[src/rtl/instruction_fetch_if.sv]
// ============================================================================
// Module      : instruction_fetch_if
// Description : Fetch-stage bus bundle: instruction-memory req/ack port and
//               the decode-facing valid/ready plus branch redirect port.
// Revision    : 1.0 - initial release
// ============================================================================
`default_nettype none

interface instruction_fetch_if;
    logic        imem_req;
    logic [31:0] imem_addr;
    logic        imem_ack;
    logic [31:0] imem_rdata;
    logic        if_valid;
    logic [31:0] if_instr;
    logic [31:0] if_pc;
    logic        id_ready;
    logic        redirect_valid;
    logic [31:0] redirect_pc;
    logic [31:0] redirect_disp;

    modport master (
        output imem_req, imem_addr, if_valid, if_instr, if_pc,
        input  imem_ack, imem_rdata, id_ready, redirect_valid, redirect_pc, redirect_disp
    );

    modport slave (
        input  imem_req, imem_addr, if_valid, if_instr, if_pc,
        output imem_ack, imem_rdata, id_ready, redirect_valid, redirect_pc, redirect_disp
    );
endinterface

`default_nettype wire

[src/rtl/instruction_fetch.sv]
// ============================================================================
// Module      : instruction_fetch
// Description : SPARC fetch stage: PC, single-outstanding imem fetch, prefetch
//               FIFO toward decode, and taken-branch redirect/flush.
// Revision    : 1.0 - initial release
// ============================================================================
`default_nettype none

module instruction_fetch #(
    parameter logic [31:0] RESET_PC = 32'h0000_0000,
    parameter int          DEPTH    = 2
) (
    input  wire logic             clk,
    input  wire logic             rst,
    instruction_fetch_if.master   bus
);

    localparam int                 c_PTR_W   = $clog2(DEPTH);
    localparam int                 c_CNT_W   = c_PTR_W + 1;
    localparam logic [c_CNT_W-1:0] c_DEPTH   = c_CNT_W'(DEPTH);
    localparam logic [c_CNT_W-1:0] c_CNT_ONE = c_CNT_W'(1);

    typedef enum logic [1:0] {
        S_IDLE = 2'd0,
        S_REQ  = 2'd1,
        S_DROP = 2'd2
    } state_t;

    state_t               r_state, w_state_nxt;
    logic [31:0]          r_pc, w_pc_nxt;
    logic [31:0]          r_addr, w_addr_nxt;
    logic                 w_push, w_pop;
    logic [31:0]          w_disp_sum, w_target, w_pc_inc;
    logic [1:0]           w_unused_disp_hi;

    logic [31:0]          r_fifo_instr [DEPTH];
    logic [31:0]          r_fifo_pc    [DEPTH];
    logic [c_PTR_W-1:0]   r_rd_ptr, r_wr_ptr, w_rd_ptr_nxt;
    logic [c_CNT_W-1:0]   r_count, w_count_pop, w_count_nxt;
    logic                 r_if_valid;
    logic [31:0]          r_if_instr, r_if_pc;

    // Displacement is a word count, so only its low 30 bits reach the byte address.
    assign w_disp_sum       = bus.redirect_pc + {bus.redirect_disp[29:0], 2'b00};
    assign w_target         = {w_disp_sum[31:2], 2'b00};
    assign w_unused_disp_hi = bus.redirect_disp[31:30];
    assign w_pc_inc         = r_pc + 32'd4;

    // A redirect flushes the FIFO, so a same-cycle pop is discarded.
    assign w_pop        = r_if_valid & bus.id_ready & ~bus.redirect_valid;
    assign w_count_pop  = r_count - c_CNT_W'(w_pop);
    assign w_count_nxt  = w_count_pop + c_CNT_W'(w_push);
    assign w_rd_ptr_nxt = r_rd_ptr + c_PTR_W'(w_pop);

    assign bus.imem_req  = (r_state != S_IDLE);
    assign bus.imem_addr = r_addr;
    assign bus.if_valid  = r_if_valid;
    assign bus.if_instr  = r_if_instr;
    assign bus.if_pc     = r_if_pc;

    always_comb begin
        w_state_nxt = r_state;
        w_pc_nxt    = r_pc;
        w_addr_nxt  = r_addr;
        w_push      = 1'b0;
        case (r_state)
            S_IDLE: begin
                if (bus.redirect_valid) begin
                    w_pc_nxt    = w_target;
                    w_addr_nxt  = w_target;
                    w_state_nxt = S_REQ;
                end else if (r_count < c_DEPTH) begin
                    w_addr_nxt  = r_pc;
                    w_state_nxt = S_REQ;
                end
            end
            S_REQ: begin
                if (bus.redirect_valid) begin
                    w_pc_nxt = w_target;
                    if (bus.imem_ack) begin
                        w_addr_nxt  = w_target;
                        w_state_nxt = S_REQ;
                    end else begin
                        w_state_nxt = S_DROP;
                    end
                end else if (bus.imem_ack) begin
                    w_push   = 1'b1;
                    w_pc_nxt = w_pc_inc;
                    // Issue back-to-back only if the next word still fits after this push.
                    if ((w_count_pop + c_CNT_ONE) < c_DEPTH) begin
                        w_addr_nxt = w_pc_inc;
                    end else begin
                        w_state_nxt = S_IDLE;
                    end
                end
            end
            S_DROP: begin
                if (bus.redirect_valid) begin
                    w_pc_nxt = w_target;
                end
                if (bus.imem_ack) begin
                    w_addr_nxt  = bus.redirect_valid ? w_target : r_pc;
                    w_state_nxt = S_REQ;
                end
            end
            default: begin
                w_state_nxt = S_IDLE;
            end
        endcase
    end

    always_ff @(posedge clk) begin
        if (w_push) begin
            r_fifo_instr[r_wr_ptr] <= bus.imem_rdata;
            r_fifo_pc[r_wr_ptr]    <= r_pc;
        end
    end

    always_ff @(posedge clk) begin
        if (rst) begin
            r_state    <= S_IDLE;
            r_pc       <= RESET_PC;
            r_addr     <= RESET_PC;
            r_rd_ptr   <= '0;
            r_wr_ptr   <= '0;
            r_count    <= '0;
            r_if_valid <= 1'b0;
            r_if_instr <= '0;
            r_if_pc    <= '0;
        end else begin
            r_state <= w_state_nxt;
            r_pc    <= w_pc_nxt;
            r_addr  <= w_addr_nxt;
            if (bus.redirect_valid) begin
                r_rd_ptr   <= '0;
                r_wr_ptr   <= '0;
                r_count    <= '0;
                r_if_valid <= 1'b0;
            end else begin
                r_rd_ptr   <= w_rd_ptr_nxt;
                r_wr_ptr   <= r_wr_ptr + c_PTR_W'(w_push);
                r_count    <= w_count_nxt;
                r_if_valid <= (w_count_nxt != '0);
                // Head registers bypass the array when the push lands in an empty FIFO.
                if (w_push && (w_count_pop == '0)) begin
                    r_if_instr <= bus.imem_rdata;
                    r_if_pc    <= r_pc;
                end else if (w_pop && (w_count_pop != '0)) begin
                    r_if_instr <= r_fifo_instr[w_rd_ptr_nxt];
                    r_if_pc    <= r_fifo_pc[w_rd_ptr_nxt];
                end
            end
        end
    end

endmodule

`default_nettype wire

[src/flat_wrapper.sv]
// flat-port wrapper written by rule: the top's interface ports become plain ports
module instruction_fetch_flat 
#(
    parameter logic [31:0] RESET_PC = 32'h0000_0000,
    parameter int          DEPTH    = 2
)
  (clk, rst, bus_imem_req, bus_imem_addr, bus_if_valid, bus_if_instr, bus_if_pc, bus_imem_ack, bus_imem_rdata, bus_id_ready, bus_redirect_valid, bus_redirect_pc, bus_redirect_disp);
  instruction_fetch_if bus_i ();
  input  wire logic clk;
  input  wire logic rst;
  output wire logic [$bits(bus_i.imem_req)-1:0] bus_imem_req;
  output wire logic [$bits(bus_i.imem_addr)-1:0] bus_imem_addr;
  output wire logic [$bits(bus_i.if_valid)-1:0] bus_if_valid;
  output wire logic [$bits(bus_i.if_instr)-1:0] bus_if_instr;
  output wire logic [$bits(bus_i.if_pc)-1:0] bus_if_pc;
  input wire logic [$bits(bus_i.imem_ack)-1:0] bus_imem_ack;
  input wire logic [$bits(bus_i.imem_rdata)-1:0] bus_imem_rdata;
  input wire logic [$bits(bus_i.id_ready)-1:0] bus_id_ready;
  input wire logic [$bits(bus_i.redirect_valid)-1:0] bus_redirect_valid;
  input wire logic [$bits(bus_i.redirect_pc)-1:0] bus_redirect_pc;
  input wire logic [$bits(bus_i.redirect_disp)-1:0] bus_redirect_disp;
  assign bus_imem_req = bus_i.imem_req;
  assign bus_imem_addr = bus_i.imem_addr;
  assign bus_if_valid = bus_i.if_valid;
  assign bus_if_instr = bus_i.if_instr;
  assign bus_if_pc = bus_i.if_pc;
  assign bus_i.imem_ack = bus_imem_ack;
  assign bus_i.imem_rdata = bus_imem_rdata;
  assign bus_i.id_ready = bus_id_ready;
  assign bus_i.redirect_valid = bus_redirect_valid;
  assign bus_i.redirect_pc = bus_redirect_pc;
  assign bus_i.redirect_disp = bus_redirect_disp;
  instruction_fetch #(.RESET_PC(RESET_PC), .DEPTH(DEPTH)) u_core (.clk(clk), .rst(rst), .bus(bus_i));
endmodule
[config.mk]
export PLATFORM = sky130hd
export DESIGN_NAME = instruction_fetch_flat
export DESIGN_NICKNAME = d
export VERILOG_FILES = /design/src/rtl/instruction_fetch_if.sv /design/src/rtl/instruction_fetch.sv /design/src/flat_wrapper.sv
export SDC_FILE = /design/constraint.sdc
export NUM_CORES = 1
export LEC_CHECK = 0
export BUFFER_PORTS_ARGS = -buffer_cell sky130_fd_sc_hd__buf_2
export CELL_PAD_IN_SITES_DETAIL_PLACEMENT = 1
export CELL_PAD_IN_SITES_GLOBAL_PLACEMENT = 1
export CORE_ASPECT_RATIO = 1.25
export CORE_MARGIN = 2
export CORE_UTILIZATION = 48
export CTS_CLUSTER_DIAMETER = 200
export CTS_CLUSTER_SIZE = 30
export DETAILED_ROUTE_END_ITERATION = 10
export PLACE_DENSITY = 0.88
export SYNTH_ARGS = -nofsm -noshare
export SYNTH_HDL_FRONTEND = slang
export SYNTH_SLANG_ARGS = --single-unit
[constraint.sdc]
create_clock -name clk -period 6.5 [get_ports clk]
set_input_delay 0.325 -clock clk [delete_from_list [all_inputs] [get_ports clk]]
set_output_delay 0.325 -clock clk [all_outputs]
set_load 0.01 [all_outputs]
==> reports/qor.csv <==
stage,metric,value,unit
finish,layout_commonest_cell,buf_2,
worst_setup_path,max_stage_delay,0.78,ns
die,die-area,0.0288,mm²
worst_setup_path,critPathTopFamily,simple AND/OR/NAND/NOR gates,
die,die_w,152,µm
drt,route.vias.total,10800,
sta,setup_viol,0,
pwr,switching_share,28.4,%
global_route,grt_pass1_vias,11000,
die,io-pin-count,199,
worst_setup_path,crit_buf_inv,3,
worst_setup_path,crit_path_start_kind,flip-flop,
drt,drc,0,
global_route,grt_usage,24.1,%
clocking,cts.sinks,263,
synth,synth_area,0.0132,mm²
drt,drtPass1Iterations,5,
clocking,cts-hold-fix-buffers,0,
min_path,hold_end,u_core.r_fifo_instr[0][26],
pwr,internal_power,2.43,mW
drt,drtIter0Drc,554,
worst_setup_path,worstPathMaxFanout,100,
synth,synth_cells,1350,
worst_setup_path,worstReg2RegStart,u_core.r_state[1],
worst_setup_path,reg2reg_setup_slack,2.62,ns
clocking,htreeDepth,1,
sta,min_period,3.88,ns
pwr,power,3.39,mW
pwr,powerDensity,231,mW/mm²
worst_setup_path,r2r_cells,12,
min_path,hold_class,in2reg,
worst_setup_path,path_common_cell,nand2_4,
synth,ys_seq_elements,263,
sta,rsz0062_at_grt,false,
drt,wirelength,35300,µm
drt,ant_nets,0,
sta,finClkSkew,0.0272,ns
die,core_area,0.0269,mm²
pwr,p_leak,6.14,nW
place,place.gp.congestion,0.900,
global_route,grt_max_degree,101,
clocking,post_cts_buffers,0,
worst_setup_path,cp_slowest_cell,nand2_4,
synth,syn_area_per_cell,9.76,µm²
sta,finalCritPeriodShare,59.6,%
clocking,clk_latency,0.50,ns
synth,synth_edf_count,128,
clocking,postCtsResizedCells,0,
synth,synth_area_leader_cell,edfxtp_1,
worst_setup_path,endpoint_kind,flip-flop,
sta,tightest_slew,1.07,ns
synth,synth.area.top_cells,"edfxtp_1, dfxtp_1, nor2_1",
finish,nets,1610,
clocking,cts_root_buf,clkbuf_16,
pwr,comb_power_share,17.5,%
place,hpwl,24400,µm
sta,slew_viol_final,0,
worst_setup_path,timing.rr.end,u_core.bus.if_pc[3],
synth,yosysSeqAreaShare,49.7,%
worst_setup_path,worstPathCellList,inv_1 > o21ai_2 > nor2_4 > nand2_1 > inv_2 > nand2_4 > o21ai_1 > nand2_4 > buf_4 > a211oi_1 > a21oi_1 > nor2_1,
global_route,grt_pass1_wl,57400,µm
synth,synth_cell_types,77,
run_status,outcome,finished clean,
finish,area_delta_synth_final,11.3,%
min_path,hold_start,bus_imem_rdata[26],
run,drv_cap,0,
worst_setup_path,critPathKind,reg2reg,
synth,syn-num-nets,1487,
sta,report.final.hold_viol_count,0,
sta,max_slew_margin,28.8,%
clocking,numCtsBuffers,12,
global_route,antenna_found_initial,1,
die,chipHeight,189,µm
clocking,cts_tree,built,
pwr,clockPowerShare,26.1,%
clocking,cts_buffer_depth,3,
pwr,p_sw,0.960,mW
global_route,overflow,0,
die,rows,67,
sta,fmax,258,MHz
pwr,p_seq_share,56.4,%
min_path,holdPathStages,1,
synth,synth_ff_type,dfxtp_1,
drt,wl_per_cell,19.4,µm
finish,final_cell_mix,"buf_2, nor2_1, dfxtp_1",
place,port_buffers,194,
finish,drive_gt1_share,17.1,%
synth,yosysTopAreaCellShare,29.2,%
synth,ys.warnings.count,0,
sta,fin_tns_setup,0,ns
worst_setup_path,arrival,4.22,ns
synth,async_flop_share,0,%
pwr,peakVddDrop,143,µV
die,start_util,49.0,%
worst_setup_path,required,6.84,ns
drt,avgViaCountPerCell,5.92,
clocking,clk_pin_slew,0.12,ns
metrics by stage:
| stage | hold slack (ns) | utilization, % | cells | setup slack (ns) | area, µm² |
|---|---|---|---|---|---|
| 2_1_floorplan | 0.420 | - | 1350 | 3.39 | 13200 |
| 3_3_place_gp | 0.441 | 53.1 | 1804 | 2.46 | 14300 |
| 3_5_place_dp | 0.448 | 53.1 | 1804 | 2.34 | 14300 |
| 4_1_cts | 0.0203 | 54.5 | 1824 | 2.60 | 14700 |
| 5_1_grt | 0.0182 | 54.5 | 1825 | 2.23 | 14700 |
| 6_report | 0.0383 | 54.5 | 1825 | 2.62 | 14700 |
layer usage:
| metal | global-route usage (%) | vias to the layer above | part of all wire [%] |
|---|---|---|---|
| li1 | - | 5179 | - |
| met3 | 2.29 | 49 | 5.1 |
| met1 | 31.6 | 5269 | 43 |
| met5 | 0 | - | 0 |
| met4 | 6.94 | 0 | 2.2 |
| met2 | 42.5 | 308 | 50 |
synth_stat cells (all sizes together) (3+ instances only):
library cell    n
buf            48
nor3b           4
a221oi          4
o31ai          10
a21o           15
nor4            5
inv            18
a2111oi         7
xnor2          28
mux2i          69
a21boi          3
nand2b          7
a221o           3
a211o           8
a211oi         81
and4            3
nand2         108
ha             35
and2            5
clkbuf         50
a32oi           3
edfxtp        128
a22oi           9
a2bb2oi         3
a21oi         134
o22ai           8
or2             5
nor3           21
o211ai          9
nand4          15
and3           11
nor2b           4
a311oi          4
nand3          39
o21bai          7
xor2           26
a31oi           7
o21ai          56
dfxtp         135
nor2          191
worst max path at each step:
stage                                  start                         to  slack, ns  depth (start not counted)
after CTS                  u_core.r_state[1]        u_core.bus.if_pc[7]       2.60                         12
after global routing       u_core.r_state[1]       u_core.bus.if_pc[10]       2.23                         12
after detailed placement  bus_redirect_valid        u_core.bus.if_pc[3]       2.34                         12
final                      u_core.r_state[1]        u_core.bus.if_pc[3]       2.62                         12
after global placement    bus_redirect_valid        u_core.bus.if_pc[2]       2.46                         12
after floorplan                 bus_imem_ack  u_core.r_fifo_instr[1][0]       3.39                          6
worst reg2reg max path, cell delays in order (launching register included):
cell and delay (ns):
dfxtp_1 0.45, inv_1 0.13, o21ai_2 0.23, nor2_4 0.15, nand2_1 0.29, inv_2 0.22
nand2_4 0.41, o21ai_1 0.20, nand2_4 0.78, buf_4 0.52, a211oi_1 0.12, a21oi_1 0.17
nor2_1 0.05
area by class of cell:
class                           count  area [µm²]
Fill cell                        3065       12300
Sequential cell                   263        6550
Multi-Input combinational cell    971        6180
Timing Repair Buffer              207        1070
Tap cell                          345         432
Clock buffer                       19         348
Inverter                           18        67.6
Clock inverter                      1        8.76
Antenna cell                        1        2.50
state kept, by name, indices dropped and copies added (netlist names):
name,cells
u_core.r_fifo_instr,64
u_core.r_fifo_pc,64
u_core.bus.if_instr,32
u_core.bus.if_pc,32
u_core.bus.imem_addr,32
u_core.r_pc,32
u_core.r_count,2
u_core.r_state,2
u_core.bus.if_valid,1
u_core.r_rd_ptr,1
u_core.r_wr_ptr,1
power by group through the flow:
stage	clock [mW]	sequential [mW]	combinational, mW
6_report	0.882	1.91	0.593
5_1_grt	0.960	1.92	0.656
4_1_cts	0.906	1.91	0.593
3_5_place_dp	0	1.95	0.589
3_3_place_gp	0	1.94	0.568
2_1_floorplan	0	1.92	0.406
logic make-up after synthesis:
| kind of cell | count (synthesis) | synth area share [%] |
|---|---|---|
| adders and majority gates | 36 | 3.48 |
| DFF | 263 | 49.7 |
| buffers and inverters | 116 | 3.73 |
| and+or+nand+nor | 425 | 15.0 |
| xor gates and xnor gates | 54 | 3.59 |
| AOI/OAI and AO/OA | 387 | 19.3 |
| muxes | 69 | 5.24 |
Power figures use the tool's default switching activity.
